File: config.mk
export PLATFORM = sky130hd
export DESIGN_NAME = selftrig_fill_sequencer
export DESIGN_NICKNAME = d
export VERILOG_FILES = /design/src/rtl/selftrig_fill_sequencer_pkg.sv /design/src/rtl/seq_loadable_downcounter.sv /design/src/rtl/selftrig_fill_sequencer.sv
export SDC_FILE = /design/constraint.sdc
export NUM_CORES = 1
export LEC_CHECK = 0
export CORE_MARGIN = 2
export CORE_UTILIZATION = 45
export DETAILED_ROUTE_END_ITERATION = 10
export GPL_ROUTABILITY_DRIVEN = 0
export PLACE_DENSITY = 0.71
export SETUP_SLACK_MARGIN = 0.3
export SYNTH_ARGS = -nofsm -noshare
export SYNTH_HDL_FRONTEND = slang
export SYNTH_SLANG_ARGS = --single-unit
File: constraint.sdc
create_clock -name adc_clk -period 5.74 [get_ports adc_clk]
set_input_delay 1.148 -clock adc_clk [delete_from_list [all_inputs] [get_ports adc_clk]]
set_output_delay 1.148 -clock adc_clk [all_outputs]
set_load 0.05 [all_outputs]
File: src/rtl/selftrig_fill_sequencer_pkg.sv
// Shared definitions for the self-triggered fill sequencer: state encoding,
// default widths and the drain qualification length.
package selftrig_fill_sequencer_pkg;

  localparam int unsigned NUM_CHAN_DEF   = 5;
  localparam int unsigned WIN_W_DEF      = 32;
  localparam int unsigned TMO_W_DEF      = 24;
  localparam int unsigned CLOSE_HOLD_DEF = 16;

  // Width of the per-fill waveform counter and of the overrun counter.
  localparam int unsigned WF_W  = 23;
  localparam int unsigned OVR_W = 16;

  // Consecutive quiet cycles required before the drain is considered complete.
  localparam int unsigned DRAIN_QUAL_CYCLES = 2;
  localparam int unsigned QUAL_W            = 2;

  localparam int unsigned STATE_W = 3;
  typedef logic [STATE_W-1:0] seq_state_t;

  localparam seq_state_t StIdle  = 3'd0;
  localparam seq_state_t StArm   = 3'd1;
  localparam seq_state_t StAcq   = 3'd2;
  localparam seq_state_t StDrain = 3'd3;
  localparam seq_state_t StClose = 3'd4;
  localparam seq_state_t StDone  = 3'd5;

endpackage

File: src/rtl/seq_loadable_downcounter.sv
// Loadable down-counter that stops at zero. Load wins over decrement.
module seq_loadable_downcounter #(
  parameter int unsigned WIDTH = 8
) (
  input  logic             clk,
  input  logic             reset,
  input  logic             load,
  input  logic             en,
  input  logic [WIDTH-1:0] load_value,
  output logic [WIDTH-1:0] value,
  output logic             at_one,
  output logic             at_zero
);

  logic [WIDTH-1:0] cnt;

  // Count state: load, else decrement while enabled and nonzero.
  always_ff @(posedge clk) begin
    if (reset) begin
      cnt <= '0;
    end else if (load) begin
      cnt <= load_value;
    end else if (en && (cnt != '0)) begin
      cnt <= cnt - 1'b1;
    end
  end

  assign value   = cnt;
  assign at_one  = (cnt == WIDTH'(1));
  assign at_zero = (cnt == '0);

endmodule

File: src/rtl/selftrig_fill_sequencer.sv
// Per-fill controller for the self-triggered circular-buffer readout channels.
// Opens a fill on fill_trig, runs the acquisition window, waits for every
// channel to drain, then negates cbuf_rd_en so channels emit checksum/header.
module selftrig_fill_sequencer
  import selftrig_fill_sequencer_pkg::*;
#(
  parameter int unsigned NUM_CHAN   = NUM_CHAN_DEF,
  parameter int unsigned WIN_W      = WIN_W_DEF,
  parameter int unsigned TMO_W      = TMO_W_DEF,
  parameter int unsigned CLOSE_HOLD = CLOSE_HOLD_DEF
) (
  input  logic                adc_clk,
  input  logic                reset_clk_adc,
  input  logic                seq_enable,
  input  logic                fill_trig,
  input  logic [WIN_W-1:0]    window_len,
  input  logic [WF_W-1:0]     max_waveforms,
  input  logic [TMO_W-1:0]    drain_timeout,
  input  logic [NUM_CHAN-1:0] trig_addr_rd_en,
  input  logic [NUM_CHAN-1:0] trig_fifo_empty,
  input  logic [NUM_CHAN-1:0] cbuf_rd_trig_wait,
  output logic                cbuf_rd_en,
  output logic                cbuf_trig_en,
  output logic                fill_busy,
  output logic                fill_done,
  output logic [WF_W-1:0]     fill_waveforms,
  output logic                fill_timeout,
  output logic [OVR_W-1:0]    fill_overrun_cnt
);

  localparam int unsigned HOLD_W = $clog2(CLOSE_HOLD + 1);

  seq_state_t        state_q, state_d;
  logic [WF_W-1:0]   wave_q, wave_d;
  logic [QUAL_W-1:0] qual_q, qual_d;
  logic              timeout_set;

  logic              win_load, win_at_one, win_at_zero;
  logic [WIN_W-1:0]  win_load_value, win_value;
  logic              tmo_load, tmo_en, tmo_at_one, tmo_at_zero;
  logic [TMO_W-1:0]  tmo_value;
  logic              hold_load, hold_at_one, hold_at_zero;
  logic [HOLD_W-1:0] hold_value;

  logic all_quiet, all_wait, wave_count_en, wf_limit_hit, tmo_expired, hold_expired;
  logic overrun_hit;
  logic unused_cnt_bits;

  assign all_wait      = &cbuf_rd_trig_wait;
  assign all_quiet     = (&trig_fifo_empty) && all_wait;
  assign tmo_expired   = tmo_at_one || tmo_at_zero;
  assign hold_expired  = hold_at_one || hold_at_zero;
  assign wave_count_en = trig_addr_rd_en[0] &&
                         ((state_q == StArm) || (state_q == StAcq) || (state_q == StDrain));
  // Compare against the count including this cycle's pop so ACQ ends right after the limit pop.
  assign wf_limit_hit  = (max_waveforms != '0) && (wave_d >= max_waveforms);
  assign overrun_hit   = fill_trig && ((state_q != StIdle) || !seq_enable);

  assign win_load       = (state_q == StIdle);
  assign win_load_value = (window_len == '0) ? WIN_W'(1) : window_len;
  assign tmo_load       = (state_d != state_q) && ((state_d == StDrain) || (state_d == StClose));
  assign tmo_en         = (state_q == StDrain) || (state_q == StClose);
  assign hold_load      = (state_q != StClose) && (state_d == StClose);

  assign unused_cnt_bits = ^{win_value, win_at_zero, tmo_value, hold_value,
                             trig_addr_rd_en[NUM_CHAN-1:1]};

  seq_loadable_downcounter #(
    .WIDTH(WIN_W)
  ) u_win_cnt (
    .clk       (adc_clk),
    .reset     (reset_clk_adc),
    .load      (win_load),
    .en        (state_q == StAcq),
    .load_value(win_load_value),
    .value     (win_value),
    .at_one    (win_at_one),
    .at_zero   (win_at_zero)
  );

  seq_loadable_downcounter #(
    .WIDTH(TMO_W)
  ) u_tmo_cnt (
    .clk       (adc_clk),
    .reset     (reset_clk_adc),
    .load      (tmo_load),
    .en        (tmo_en),
    .load_value(drain_timeout),
    .value     (tmo_value),
    .at_one    (tmo_at_one),
    .at_zero   (tmo_at_zero)
  );

  seq_loadable_downcounter #(
    .WIDTH(HOLD_W)
  ) u_hold_cnt (
    .clk       (adc_clk),
    .reset     (reset_clk_adc),
    .load      (hold_load),
    .en        (state_q == StClose),
    .load_value(HOLD_W'(CLOSE_HOLD)),
    .value     (hold_value),
    .at_one    (hold_at_one),
    .at_zero   (hold_at_zero)
  );

  // Next-state logic for the fill FSM.
  always_comb begin
    state_d     = state_q;
    timeout_set = 1'b0;
    case (state_q)
      StIdle:  if (fill_trig && seq_enable) state_d = StArm;
      StArm:   state_d = StAcq;
      StAcq:   if (win_at_one || wf_limit_hit) state_d = StDrain;
      StDrain: begin
        if (all_quiet && (qual_q == QUAL_W'(DRAIN_QUAL_CYCLES - 1))) begin
          state_d = StClose;
        end else if (tmo_expired) begin
          timeout_set = 1'b1;
          state_d     = StClose;
        end
      end
      StClose: begin
        if (hold_expired && all_wait) begin
          state_d = StDone;
        end else if (tmo_expired) begin
          timeout_set = 1'b1;
          state_d     = StDone;
        end
      end
      StDone:  state_d = StIdle;
      default: state_d = StIdle;
    endcase
  end

  // Waveform count and drain quiet-cycle filter next values.
  always_comb begin
    wave_d = wave_q;
    if (state_q == StIdle) begin
      wave_d = '0;
    end else if (wave_count_en && (wave_q != '1)) begin
      wave_d = wave_q + 1'b1;
    end
    qual_d = '0;
    if ((state_q == StDrain) && all_quiet && (qual_q != '1)) begin
      qual_d = qual_q + 1'b1;
    end
  end

  // State, counters and registered outputs (decoded from the next state).
  always_ff @(posedge adc_clk) begin
    if (reset_clk_adc) begin
      state_q          <= StIdle;
      wave_q           <= '0;
      qual_q           <= '0;
      cbuf_rd_en       <= 1'b0;
      cbuf_trig_en     <= 1'b0;
      fill_busy        <= 1'b0;
      fill_done        <= 1'b0;
      fill_waveforms   <= '0;
      fill_timeout     <= 1'b0;
      fill_overrun_cnt <= '0;
    end else begin
      state_q      <= state_d;
      wave_q       <= wave_d;
      qual_q       <= qual_d;
      cbuf_rd_en   <= (state_d == StArm) || (state_d == StAcq) || (state_d == StDrain);
      cbuf_trig_en <= (state_d == StAcq);
      fill_busy    <= (state_d != StIdle);
      fill_done    <= (state_d == StDone);
      // Nothing is counted in CLOSE, so wave_q already holds the final count.
      if (state_d == StDone) fill_waveforms <= wave_q;
      if (timeout_set) fill_timeout <= 1'b1;
      if (overrun_hit && (fill_overrun_cnt != '1)) begin
        fill_overrun_cnt <= fill_overrun_cnt + 1'b1;
      end
    end
  end

endmodule

==> results of run 1 <==
## stage by stage
step                worst slack [ns]  area [µm²]
floorplan                      1.174        7470
global placement              0.5824        8967
detailed placement            0.4774        8967
CTS                           0.9063        9635
global route                  0.7116        9635
finish                        0.9185        9635
## area by class of cell
cell class                      count  area share
Sequential cell                   133      0.2763
Clock inverter                     13     0.02376
Timing Repair Buffer              145      0.1493
Multi-Input combinational cell    705      0.4597
Inverter                           43     0.01675
Clock buffer                       18     0.04558
Tap cell                          220     0.02857
## routing by layer
| metal | wire [µm] | part of all wire | track usage |
|---|---|---|---|
| met3 | 829 | 0.044 | 0.04789 |
| met5 | 0 | 0 | 0 |
| met1 | 9217 | 0.49 | 0.2904 |
| met2 | 8680 | 0.46 | 0.3552 |
| met4 | 159 | 0.0084 | 0.05376 |
## synth_stat cells (all sizes together), types with 22 or more instances
library cell | n | share of area
nor2 | 126 | 0.064
xnor2 | 31 | 0.036
inv | 42 | 0.021
dfxtp | 133 | 0.36
o21bai | 22 | 0.022
nand2 | 112 | 0.056
ha | 33 | 0.055
xor2 | 36 | 0.042
nor3 | 27 | 0.019
o21ai | 27 | 0.018
clkbuf | 38 | 0.019
o311a | 23 | 0.031
nor4 | 32 | 0.028
a21oi | 53 | 0.036
## worst max-delay path, cell delays in order
cell and delay [ns]:
clkdlybuf4s50_1 0.46, or3b_2 0.51, or4_1 0.64, nor3_1 0.21, xnor2_1 0.19, nor2_1 0.09, ha_1 0.32, nand4_1 0.13
nor4_1 0.41, nand2_1 0.10, o2111ai_1 0.17, and3_2 0.23, buf_12 0.22, o21bai_1 0.12, o311a_1 0.16
## sequential cells by signal (all words and copies together) (netlist names)
signal            cells
cbuf_trig_en          1
fill_waveforms       23
fill_timeout          1
cbuf_rd_en            1
fill_busy             1
fill_overrun_cnt     16
wave_q               23
qual_q                2
u_win_cnt.value      32
u_hold_cnt.value      5
u_tmo_cnt.value      24
fill_done             1
state_q               3
## cells in the final DEF (no fill, tap or decap), types with 4 or more instances in the layout
master           synthesis  final
a21oi_1                 53     53
or4_1                   11     11
nor3b_1                  5      5
xor2_1                  36     36
xnor2_1                 31     31
nor3_1                  26     25
o21a_1                   6      6
buf_4                    2      7
and4_1                   9      9
bufinv_16                0      6
nor2b_1                  4      4
nand2b_1                 4      4
nor2_1                 125    125
a211oi_1                17     17
nand3_1                 11     11
inv_1                   42     42
o311a_1                 23     23
ha_1                    33     33
nand4_1                 20     20
dfxtp_1                133    133
nand2_1                112    112
a31oi_1                  9      9
o21bai_1                22     22
and3_1                   5      4
clkbuf_16                0     17
and2_1                   6      6
o21ai_0                 24     24
clkdlybuf4s50_1          0    136
or3_1                   16     16
o211ai_1                 7      7
nor4_1                  30     30
## power breakdown
group / total (µW) / switching [µW] / internal [µW] / leakage, µW
Sequential: 993 / 36.8 / 957 / 0.00108
Combinational: 358 / 198 / 160 / 0.00235
Clock: 1240 / 419 / 824 / 0.000326
Total: 2590 / 654 / 1940 / 0.00376
## worst paths after layout
| kind | from | to | slack (ns) | cells past startpoint |
|---|---|---|---|---|
| setup / recovery | trig_addr_rd_en[0] | u_tmo_cnt.value[0] | 0.92 | 15 |
| hold / removal | qual_q[0] | qual_q[0] | 0.45 | 1 |
| setup reg to reg | wave_q[4] | u_tmo_cnt.value[0] | 1.26 | 16 |
| hold reg to reg | qual_q[0] | qual_q[0] | 0.45 | 1 |
## logic make-up (layout without fill, tap and decap cells)
logic type                 Yosys count  in the layout  share of synthesized area
adders and majority gates           33             33                    0.05528
muxes                                2              2                   0.002680
xor gates and xnor gates            67             67                    0.07856
AOI/OAI and AO/OA                  196            196                     0.1861
and+or+nand+nor                    407            407                     0.2695
DFF                                133            133                     0.3564
buffers and inverters               91            219                    0.05142
==> impl_metrics.csv, run 1 <==
group,metric,value,unit
status,outcome,"finished clean",
detailed_routing,antenna_left,0,
worst_setup_path,required,6.04,ns
grt,grt_pass1_vias,6495,
detailed_routing,wirelength,18890,µm
grt,grt_max_degree,52,
worst_setup_path,cp_data_arrival_time,5.12,ns
logic_synthesis,ys_async_sr_fraction,0,
die,num_rows,47,
detailed_routing,wl_per_cell,14.79,µm
place,dp_hpwl,13550,µm
grt,antenna_found_initial,0,
final_layout,layout.cells.non_filler,1277,
worst_setup_path,start_kind,"input pin",
die,die_w,132.8,µm
clock_network,cts_tree,"done",
logic_synthesis,syn_inst,929,
detailed_routing,drt_iter0_markers,477,
sta,rsz0062_at_grt,"no",
worst_setup_path,endpoint_kind,"register",
logic_synthesis,synth.avg_cell_area,8.041,µm²
sta,fmax,207.4,MHz
clock_network,clkSlewWorstSetupHoldPaths,0.06,ns
clock_network,worstSkewPairLatency,0.42,ns
final_layout,seq_area,2663,µm²
die,dieArea,17650,µm²
detailed_routing,dr_total_vias,7037,
die,coreArea,16410,µm²
final_layout,drive_gt1_frac,0.05298,
power,power.density,269.3,nW/µm²
power,finalPower,2595,µW
final_layout,fill_cells,1459,
clock_network,ctsHtreeMaxLevel,4,
clock_network,hold_buffers,0,
sta,finalSetupViolCount,0,
logic_synthesis,synth-edff-count,0,
worst_hold_path,worstHoldPathType,"register to register",
sta,worstMarginPinSlew,0.9960,ns
logic_synthesis,yosys_warnings,0,
final_layout,n_antenna_cell,0,
logic_synthesis,syn-num-nets,1060,
run,drv_cap,0,
sta,fin_skew,0.01087,ns
final_layout,area_delta_synth_final,28.99,%
detailed_routing,drt-pass1-iter-count,5,
place,io_buffers,137,
die,ios,142,
clock_network,root_buffer,"clkbuf_16",
final_layout,utilization,0.5873,
clock_network,post_cts_buffers,0,
logic_synthesis,synthFlopType,"dfxtp_1",
final_layout,fin_nets,1176,
grt,track_usage,0.2167,
detailed_routing,drc_errors,0,
clock_network,cts_sinks,133,
grt,grt_pass1_wl,31660,µm
worst_setup_path,crit_type,"input pin to register",
logic_synthesis,yosysSeqAreaShare,0.3564,
power,p_leak,0.003759,µW
sta,finalHoldViolations,0,
final_layout,multiInputGateArea,4429,µm²
clock_network,cts_buffer_depth,2,
worst_setup_path,crit_fanout,51,
die,fp.dieH,132.8,µm
sta,fin_crit_sh,0.8400,
sta,finalSetupTns,0,ns
clock_network,cts_resized,0,
sta,drv_slew,0,
clock_network,cts_buffers,17,
logic_synthesis,netlist_area,7470,µm²
logic_synthesis,synth_cell_type_count,67,
power,ir_drop,236.2,µV
die,start_util,0.4553,
place,dp.cells,1246,
sta,holdWs,0.4488,ns
sta,slew_headroom,0.3360,
grt,grt_overflow,0,
logic_synthesis,ys_ff_latch,133,
detailed_routing,vias_per_cell,5.511,
sta,period_minus_slack,4.822,ns
Note: power is estimated with default switching activity, not from simulation.
==> inputs of run 2 (changes only) <==
==> constraint.sdc (replaced) <==
create_clock -name adc_clk -period 4.8 [get_ports adc_clk]
set_input_delay 0.96 -clock adc_clk [delete_from_list [all_inputs] [get_ports adc_clk]]
set_output_delay 0.96 -clock adc_clk [all_outputs]
set_load 0.05 [all_outputs]
==> impl_metrics.csv, run 2 (same netlist as run 1, synthesis figures left out) <==
group,metric,value,unit
detailed_routing,drt-pass1-iter-count,5,
sta,rsz0062_at_grt,"no",
final_layout,largest_reg_flops,32,
grt,grt_max_degree,80,
worst_setup_path,crit_type,"input pin to register",
final_layout,area_delta_synth_final,33.08,%
clock_network,hold_buffers,0,
clock_network,cts_buffers,17,
worst_setup_path,endpoint_kind,"register",
worst_setup_path,path_buf_inv,4,
worst_setup_path,critPathMaxStageDelay,0.45,ns
grt,antenna_found_initial,0,
power,power.density,302.8,nW/µm²
detailed_routing,drc_errors,0,
clock_network,cts_sinks,133,
final_layout,layout_commonest_cell,"clkdlybuf4s50_1",
detailed_routing,wl_per_cell,15.09,µm
clock_network,ctsHtreeMaxLevel,4,
die,dieArea,17650,µm²
die,num_rows,47,
die,fp.dieH,132.8,µm
sta,fin_skew,0.01829,ns
final_layout,finalInstanceArea,9941,µm²
power,ir_drop,261.8,µV
grt,track_usage,0.2191,
sta,fin_crit_sh,0.9134,
die,die_w,132.8,µm
place,io_buffers,137,
die,start_util,0.4553,
clock_network,clkSlewWorstSetupHoldPaths,0.06,ns
grt,grt_pass1_vias,6735,
detailed_routing,drt_iter0_markers,476,
place,dp_hpwl,13490,µm
worst_setup_path,path_cells,"clkdlybuf4s50_1, or3b_4, buf_4, a41oi_2, nand4_1, xor2_2, nor2_1, ha_1, a21o_1, a211o_1, a41oi_2, o2111ai_2, and3_4, clkbuf_16, buf_4, o311a_1",
sta,drv_slew,0,
detailed_routing,dr_total_vias,7152,
worst_setup_path,required,5.11,ns
status,outcome,"finished clean",
worst_setup_path,cp_data_arrival_time,4.70,ns
detailed_routing,vias_per_cell,5.502,
power,p_leak,0.003890,µW
place,place_area,9077,µm²
worst_setup_path,crit_fanout,8,
die,ios,142,
run,drv_cap,0,
detailed_routing,antenna_left,0,
final_layout,n_antenna_cell,0,
worst_hold_path,worstHoldPathType,"register to register",
final_layout,layout_common_cells,"clkdlybuf4s50_1, dfxtp_1, nor2_1, nand2_1, a21oi_1",
sta,fmax,228.1,MHz
worst_setup_path,slowest_stage,"clkdlybuf4s50_1",
clock_network,cts_buffer_depth,2,
clock_network,root_buffer,"clkbuf_16",
sta,slew_headroom,0.4228,
final_layout,fin_nets,1198,
detailed_routing,wirelength,19610,µm
grt,grt_pass1_wl,31910,µm
die,coreArea,16410,µm²
clock_network,cts_tree,"done",
sta,period_minus_slack,4.385,ns
sta,finalSetupViolCount,0,
final_layout,drive_gt1_frac,0.08426,
sta,worstMarginPinSlew,0.8658,ns
sta,finalSetupTns,0,ns
grt,grt_overflow,0,
sta,finalHoldViolations,0,
worst_setup_path,start_kind,"input pin",
clock_network,worstSkewPairLatency,0.43,ns
worst_setup_path,critPathTopFamily,"compound AO/OA/AOI/OAI gates",
-- run 2: changes by cell type in the layout (fill, tap and decap cells not counted), moves of 3 or more --
cell	before	now
clkbuf_16	17	21
buf_4	7	24
xnor2_1	31	28
nor3_1	25	22
clkbuf_1	0	3
xnor2_2	0	3
-- run 2: layout make-up --
cell class	instances	area, µm²
Tap cell	220	275.3
Multi-Input combinational cell	705	4531
Clock buffer	21	450.4
Timing Repair Buffer	167	1687
Sequential cell	133	2664
Fill cell	1437	6466
Clock inverter	11	172.7
Inverter	43	161.4
-- run 2: metrics by stage --
stage / total power (µW) / utilization / setup WS, ns / instances / hold WS (ns)
floorplan: 1477 / - / 0.4215 / 929 / 0.4215
global placement: 1630 / 0.5533 / -0.08149 / 1259 / 0.4357
detailed placement: 1635 / 0.5533 / -0.1212 / 1259 / 0.4423
CTS: 3027 / 0.5912 / 0.3100 / 1291 / 0.4505
global route: 3135 / 0.6059 / 0.2734 / 1300 / 0.4752
finish: 3010 / 0.6059 / 0.4155 / 1300 / 0.4504
-- run 2: routing by layer --
layer / GRT usage / share of wire / up-vias / wire length [µm]
li1: - / - / 3618 / -
met2: 0.3483 / 0.47 / 190 / 9194
met1: 0.2947 / 0.47 / 3328 / 9142
met5: 0 / 0 / - / 0
met3: 0.04789 / 0.056 / 16 / 1091
met4: 0.07527 / 0.0094 / 0 / 185
-- run 2: what timing repair did --
action / in CTS / in global routing
buffers inserted: 0 / 5
gates resized for setup: 0 / 21
endpoints found under the setup margin: 0 / 27
-- run 2: power breakdown --
group	switching [µW]	leakage, µW	internal (µW)
clock	503	0.000302	887
sequential	44.4	0.00108	1140
combinational	238	0.00251	194
total	785	0.00389	2220
-- run 2: worst reg2reg max path, stage by stage (launching register included) --
cell and delay, ns:
dfxtp_2 0.40, nand4_1 0.15, or4_1 0.47, or3_1 0.40
or4_4 0.46, buf_4 0.16, xnor2_2 0.16, nor2_1 0.07
ha_1 0.29, a21oi_1 0.14, o21ai_0 0.12, a22oi_2 0.23
o2111ai_2 0.12, and3_4 0.28, clkbuf_16 0.19, buf_4 0.16
o311a_1 0.34
-- run 2: final timing paths --
path / start / endpoint / slack (ns) / cells after the start
hold / removal: fill_waveforms[17] / fill_waveforms[17] / 0.45 / 2
setup reg to reg: wave_q[4] / u_tmo_cnt.value[6] / 0.56 / 16
setup / recovery: trig_addr_rd_en[0] / u_tmo_cnt.value[6] / 0.42 / 16
hold reg to reg: fill_waveforms[17] / fill_waveforms[17] / 0.45 / 2
